$ cat config.mk
export PLATFORM = sky130hd
export DESIGN_NAME = reg_file_mp
export DESIGN_NICKNAME = d
export VERILOG_FILES = /design/src/rtl/reg_file_mp.sv
export SDC_FILE = /design/constraint.sdc
export NUM_CORES = 1
export LEC_CHECK = 0
export CORE_ASPECT_RATIO = 0.5
export CORE_MARGIN = 5
export CORE_UTILIZATION = 62
export DETAILED_ROUTE_END_ITERATION = 10
export HOLD_SLACK_MARGIN = 0.12
export PLACE_DENSITY = 0.82
export SLEW_MARGIN = 0
export SYNTH_ARGS = -nofsm -noshare
export SYNTH_HDL_FRONTEND = slang
export SYNTH_SLANG_ARGS = --single-unit
$ cat constraint.sdc
create_clock -name clock -period 4.2 [get_ports clock]
set_clock_uncertainty 0.15 [all_clocks]
set_input_delay 0.84 -clock clock [delete_from_list [all_inputs] [get_ports clock]]
set_output_delay 0.84 -clock clock [all_outputs]
set_load 0.03 [all_outputs]
$ cat src/rtl/reg_file_mp.sv
// Multi-read-port register file with an index-fill initialisation sequencer
// and a per-register pending scoreboard for issue logic.
module reg_file_mp #(
    parameter int DATA_W   = 32,
    parameter int DEPTH    = 32,
    parameter int NREAD    = 2,
    parameter int ZERO_REG = 1,
    localparam int ADDR_W  = $clog2(DEPTH)
) (
    input  logic                      clock,
    input  logic                      reset,
    input  logic                      init_start,
    output logic                      ready,
    input  logic [NREAD*ADDR_W-1:0]   rd_addr,
    output logic [NREAD*DATA_W-1:0]   rd_data,
    output logic [NREAD-1:0]          rd_pending,
    input  logic                      wr_en,
    input  logic [ADDR_W-1:0]         wr_addr,
    input  logic [DATA_W-1:0]         wr_data,
    input  logic                      claim_en,
    input  logic [ADDR_W-1:0]         claim_addr,
    output logic [DEPTH-1:0]          pending_vec
);

    typedef enum logic {ST_INIT, ST_RUN} state_t;

    state_t              state;
    logic [ADDR_W-1:0]   cnt;
    logic [DEPTH-1:0]    pending;
    logic [DEPTH-1:0]    pending_next;
    logic [DATA_W-1:0]   mem [DEPTH];
    logic                run;
    logic                wr_ok;
    logic                claim_ok;

    assign run         = (state == ST_RUN);
    assign pending_vec = pending;

    // Entry 0 is read-only when hardwired to zero, so its writes and claims are dropped.
    assign wr_ok    = run && wr_en    && !((ZERO_REG != 0) && (wr_addr == '0));
    assign claim_ok = run && claim_en && !((ZERO_REG != 0) && (claim_addr == '0));

    // Claim is applied after the write-back clear so that a same-edge claim wins.
    always_comb begin
        // NOTE: every always_comb output gets a default first so no latch is inferred.
        pending_next = pending;
        if (wr_ok)
            pending_next[wr_addr] = 1'b0;
        if (claim_ok)
            pending_next[claim_addr] = 1'b1;
    end

    // NOTE: sequential state uses non-blocking assignments only, so every flop samples pre-edge values.
    always_ff @(posedge clock or posedge reset) begin
        if (reset) begin
            state   <= ST_INIT;
            cnt     <= '0;
            pending <= '0;
            ready   <= 1'b0;
        end else if (init_start) begin
            state   <= ST_INIT;
            cnt     <= '0;
            pending <= '0;
            ready   <= 1'b0;
        end else if (state == ST_INIT) begin
            if (cnt == ADDR_W'(DEPTH - 1)) begin
                state <= ST_RUN;
                ready <= 1'b1;
            end else begin
                cnt <= cnt + ADDR_W'(1);
            end
        end else begin
            pending <= pending_next;
        end
    end

    // NOTE: the array has no reset; the INIT walk overwrites every entry before ready rises.
    always_ff @(posedge clock) begin
        if (state == ST_INIT)
            mem[cnt] <= DATA_W'(cnt);
        else if (wr_ok)
            mem[wr_addr] <= wr_data;
    end

    for (genvar k = 0; k < NREAD; k++) begin : g_read
        logic [ADDR_W-1:0] addr;
        logic [DATA_W-1:0] data;

        assign addr = rd_addr[k*ADDR_W +: ADDR_W];

        always_comb begin
            data = '0;
            if (!run)
                data = '0;
            else if ((ZERO_REG != 0) && (addr == '0))
                data = '0;
            else if (wr_en && (wr_addr == addr))
                data = wr_data;
            else
                data = mem[addr];
        end

        assign rd_data[k*DATA_W +: DATA_W] = data;
        assign rd_pending[k]               = run && pending[addr];
    end

endmodule

==> metrics <==
outcome complete, but fails checks; violated checks negative setup slack; number of max-cap violations 0; PortBufs 155; slowest cell on the critical path clkdlybuf4s50_1; Synth Flop Type edfxtp_1; library cells used by synthesis 56; VDD IR max 0.384 mV; Worst Setup SP rd_addr[3]; Crit path top cell by count buf_4; row cnt 73; CP cell instances clkdlybuf4s50_1 > xnor2_1 > nand2_1 > o211ai_1 > buf_4 > clkbuf_16 > buf_4 > a21oi_1 > a221o_1 > buf_4; Syn Inst Count 2,784; drt first pass iters 7; Clock transition at path regs 0.07 ns; post-synthesis sequential area ratio 0.630; Die H 211 µm; CTS sink cnt 1,063; CTS buffer count 93; Hold WS 0.431 ns; Placer Congestion 0.959; total power 0.0223 W; cts hold-fix bufs 0; period utilization 1.01; Worst EP required 3.21 ns; # fillers 4,251; Syn Nets 2,843; Final Hold Fails 0; vias in the first global route 34,600; total vias in the final route 34,300; global route overflow 0; simple logic cell fraction of the synthesized area 0.0290; Vias/cell 8.03; fmax 235 MHz; Worst Setup Slack, final -0.0588 ns; dpl hpwl 104,000 µm; Post-synth ARST share 0.0367; CTS tree built; post-synthesis compound-gate area fraction 0.0760; # DRC 0; main combinational cell family by area after synthesis multiplexers; I/O pin cnt 156; HP Class input port to asynchronous set/reset pin; Die Area 87,300 µm²; mux cell area share after synthesis 0.239; Final min period 4.26 ns; Initial Util 0.630; Die X 413 µm; antenna violations before repair 9; share of the synthesized area in the top cell type 0.611; Synth Area in XOR/XNOR 0.00226; Syn. warnings 0; layout cell share with drive strength beyond 1 0.325; synthesized area 50,300 µm²; CP top delay family buffers and inverters; violation count after the first detailed-route iteration 6,455; Worst EP arrival 3.27 ns; R2R Path Start run; Final #Nets 3,171; CTS H-Tree Depth 3; drt total wl 172,000 µm; synth top area cells edfxtp_1 (61%), mux4_2 (20%), mux2i_1 (3.7%); Max clock buf depth 3; Cell Pwr Density 377 nW/µm²; clock latency on the worst-skew pair 0.71 ns; leakage power 18.7 nW; Worst setup EP type primary output; CP Buf/Inv Count 5; unrepaired setup endpoints after global routing true; Total Routing Usage GR 0.394; relative slew slack 0.179; antenna viol nets, final 0; fin. max-slew vios 0; Avg Cell Area, Syn 18.1 µm²; Worst Tran Pin Value 1.23 ns; Routed WL per cell 40.1 µm; EDFF count, synth 1,024; Worst Setup Start Kind input port; Crit Path Class input port to primary output; Synth area leader edfxtp_1; CTS root buffer clkbuf_16; area share of fa/ha/maj cells after synthesis 0.000497; reg2reg path depth 6; largest stage delay on the critical path 0.61 ns; Crit Path Max Fanout 7; Area Growth Syn to Fin 17.6%; core footprint 79,900 µm²; most instantiated cells after synthesis edfxtp_1 (1,024), mux4_2 (449), mux2i_1 (186); Yosys reg bits 1,063; pin count of the biggest net entering global routing 51; Worst path depth 10; final count of negative-setup-slack endpoints 9; first-pass GRT wire length 243,000 µm; count leader, synth edfxtp_1
[flip-flops by register name, indices dropped and copies added (netlist names)]
signal and flops:
cnt 5, pending_vec 32, run 1, mem 1024
ready 1
[placed cells by master, fill, tap and decap left out, types with 7 or more instances in the layout]
cell type,Yosys,routed
edfxtp_1,1024,1024
mux4_2,449,449
buf_4,22,259
mux2i_1,186,186
o21ai_0,133,130
buf_12,0,114
clkbuf_16,0,98
a22oi_1,89,89
clkdlybuf4s50_1,0,82
a21oi_1,77,70
o22ai_1,64,64
a221oi_1,64,55
nand3_1,46,46
nand2_1,45,44
a221o_1,46,42
dfrtp_1,39,39
nor2b_1,40,36
nor2_4,0,34
o2111a_1,32,32
nor2_1,64,29
and2_1,31,29
clkinv_1,0,21
clkbuf_1,121,18
clkinv_2,0,13
nand3b_1,11,11
a221oi_2,0,9
o22a_1,9,9
diode_2,0,7
xnor2_1,7,7
bufinv_16,0,7
[power breakdown]
group | total, W | leakage [nW] | internal [W] | switching (W)
combinational | 0.00202 | 8.12 | 0.000866 | 0.00116
sequential | 0.0117 | 9.13 | 0.0116 | 0.0000629
clock | 0.00863 | 1.43 | 0.00465 | 0.00398
[worst register-to-register path, cell delays in order (launching register included)]
cell      delay, ns
dfrtp_1        0.50
nand2_1        0.22
a21oi_4        0.42
nor4bb_1       0.12
a21oi_1        0.79
nor2_4         0.20
buf_4          0.30
[per-stage QoR]
stage / instances / setup TNS, ns / utilization / cell area, µm² / worst slack (ns)
2_1_floorplan: 2784 / 0 / - / 50300 / 0.0172
3_3_place_gp: 4096 / -0.0689 / 0.701 / 56000 / -0.0428
3_5_place_dp: 4096 / -0.199 / 0.701 / 56000 / -0.0603
4_1_cts: 4264 / 0 / 0.738 / 59000 / 0.00253
5_1_grt: 4272 / -0.112 / 0.740 / 59200 / -0.0540
6_report: 4277 / -0.200 / 0.741 / 59200 / -0.0588
[cells by family (layout without fill, tap and decap cells)]
kind of cell,Yosys count,after routing
adder cells (fa/ha/maj),2,2
AO/OA/AOI/OAI,546,546
other,0,7
buffers and inverters,241,640
multiplexers,639,639
flip-flops,1063,1063
XOR/XNOR,13,13
AND/OR/NAND/NOR,280,280
[area by class of cell]
cell class	count	area (µm²)	share of cell area
sequential	1063	31700	0.536
tap	1087	1360	0.0230
clock buffer	115	2490	0.0422
clock inverter	51	448	0.00757
multi-input combinational	1480	17900	0.302
timing repair buffer	467	5230	0.0883
inverter	7	28.8	0.000486
antenna	7	17.5	0.000296
[routing by layer]
layer	vias up	wire (µm)	track usage
met5	-	71	0
met2	3718	73400	0.564
met3	900	32000	0.174
met4	12	11400	0.199
li1	12700	-	-
met1	17100	54600	0.522
[path summary, 6_finish.rpt]
kind                                   end  slack, ns
min in group clock          pending_vec[0]       0.44
hold reg to reg             pending_vec[0]       0.44
hold / removal                      cnt[3]       0.43
max in group asynchronous  pending_vec[28]       3.10
setup reg to reg               mem[25][20]       1.22
setup / recovery               rd_data[18]      -0.06
[repair_timing]
item | 4_1_cts | 5_1_grt
setup endpoints to repair | 9 | 26
cloned | 1 | 1
resized for setup | 3 | 26
pin swaps | 2 | 3
hold endpoints to repair | 0 | 0
setup buffers | 1 | 5
Note: power is estimated with default switching activity, not from simulation.
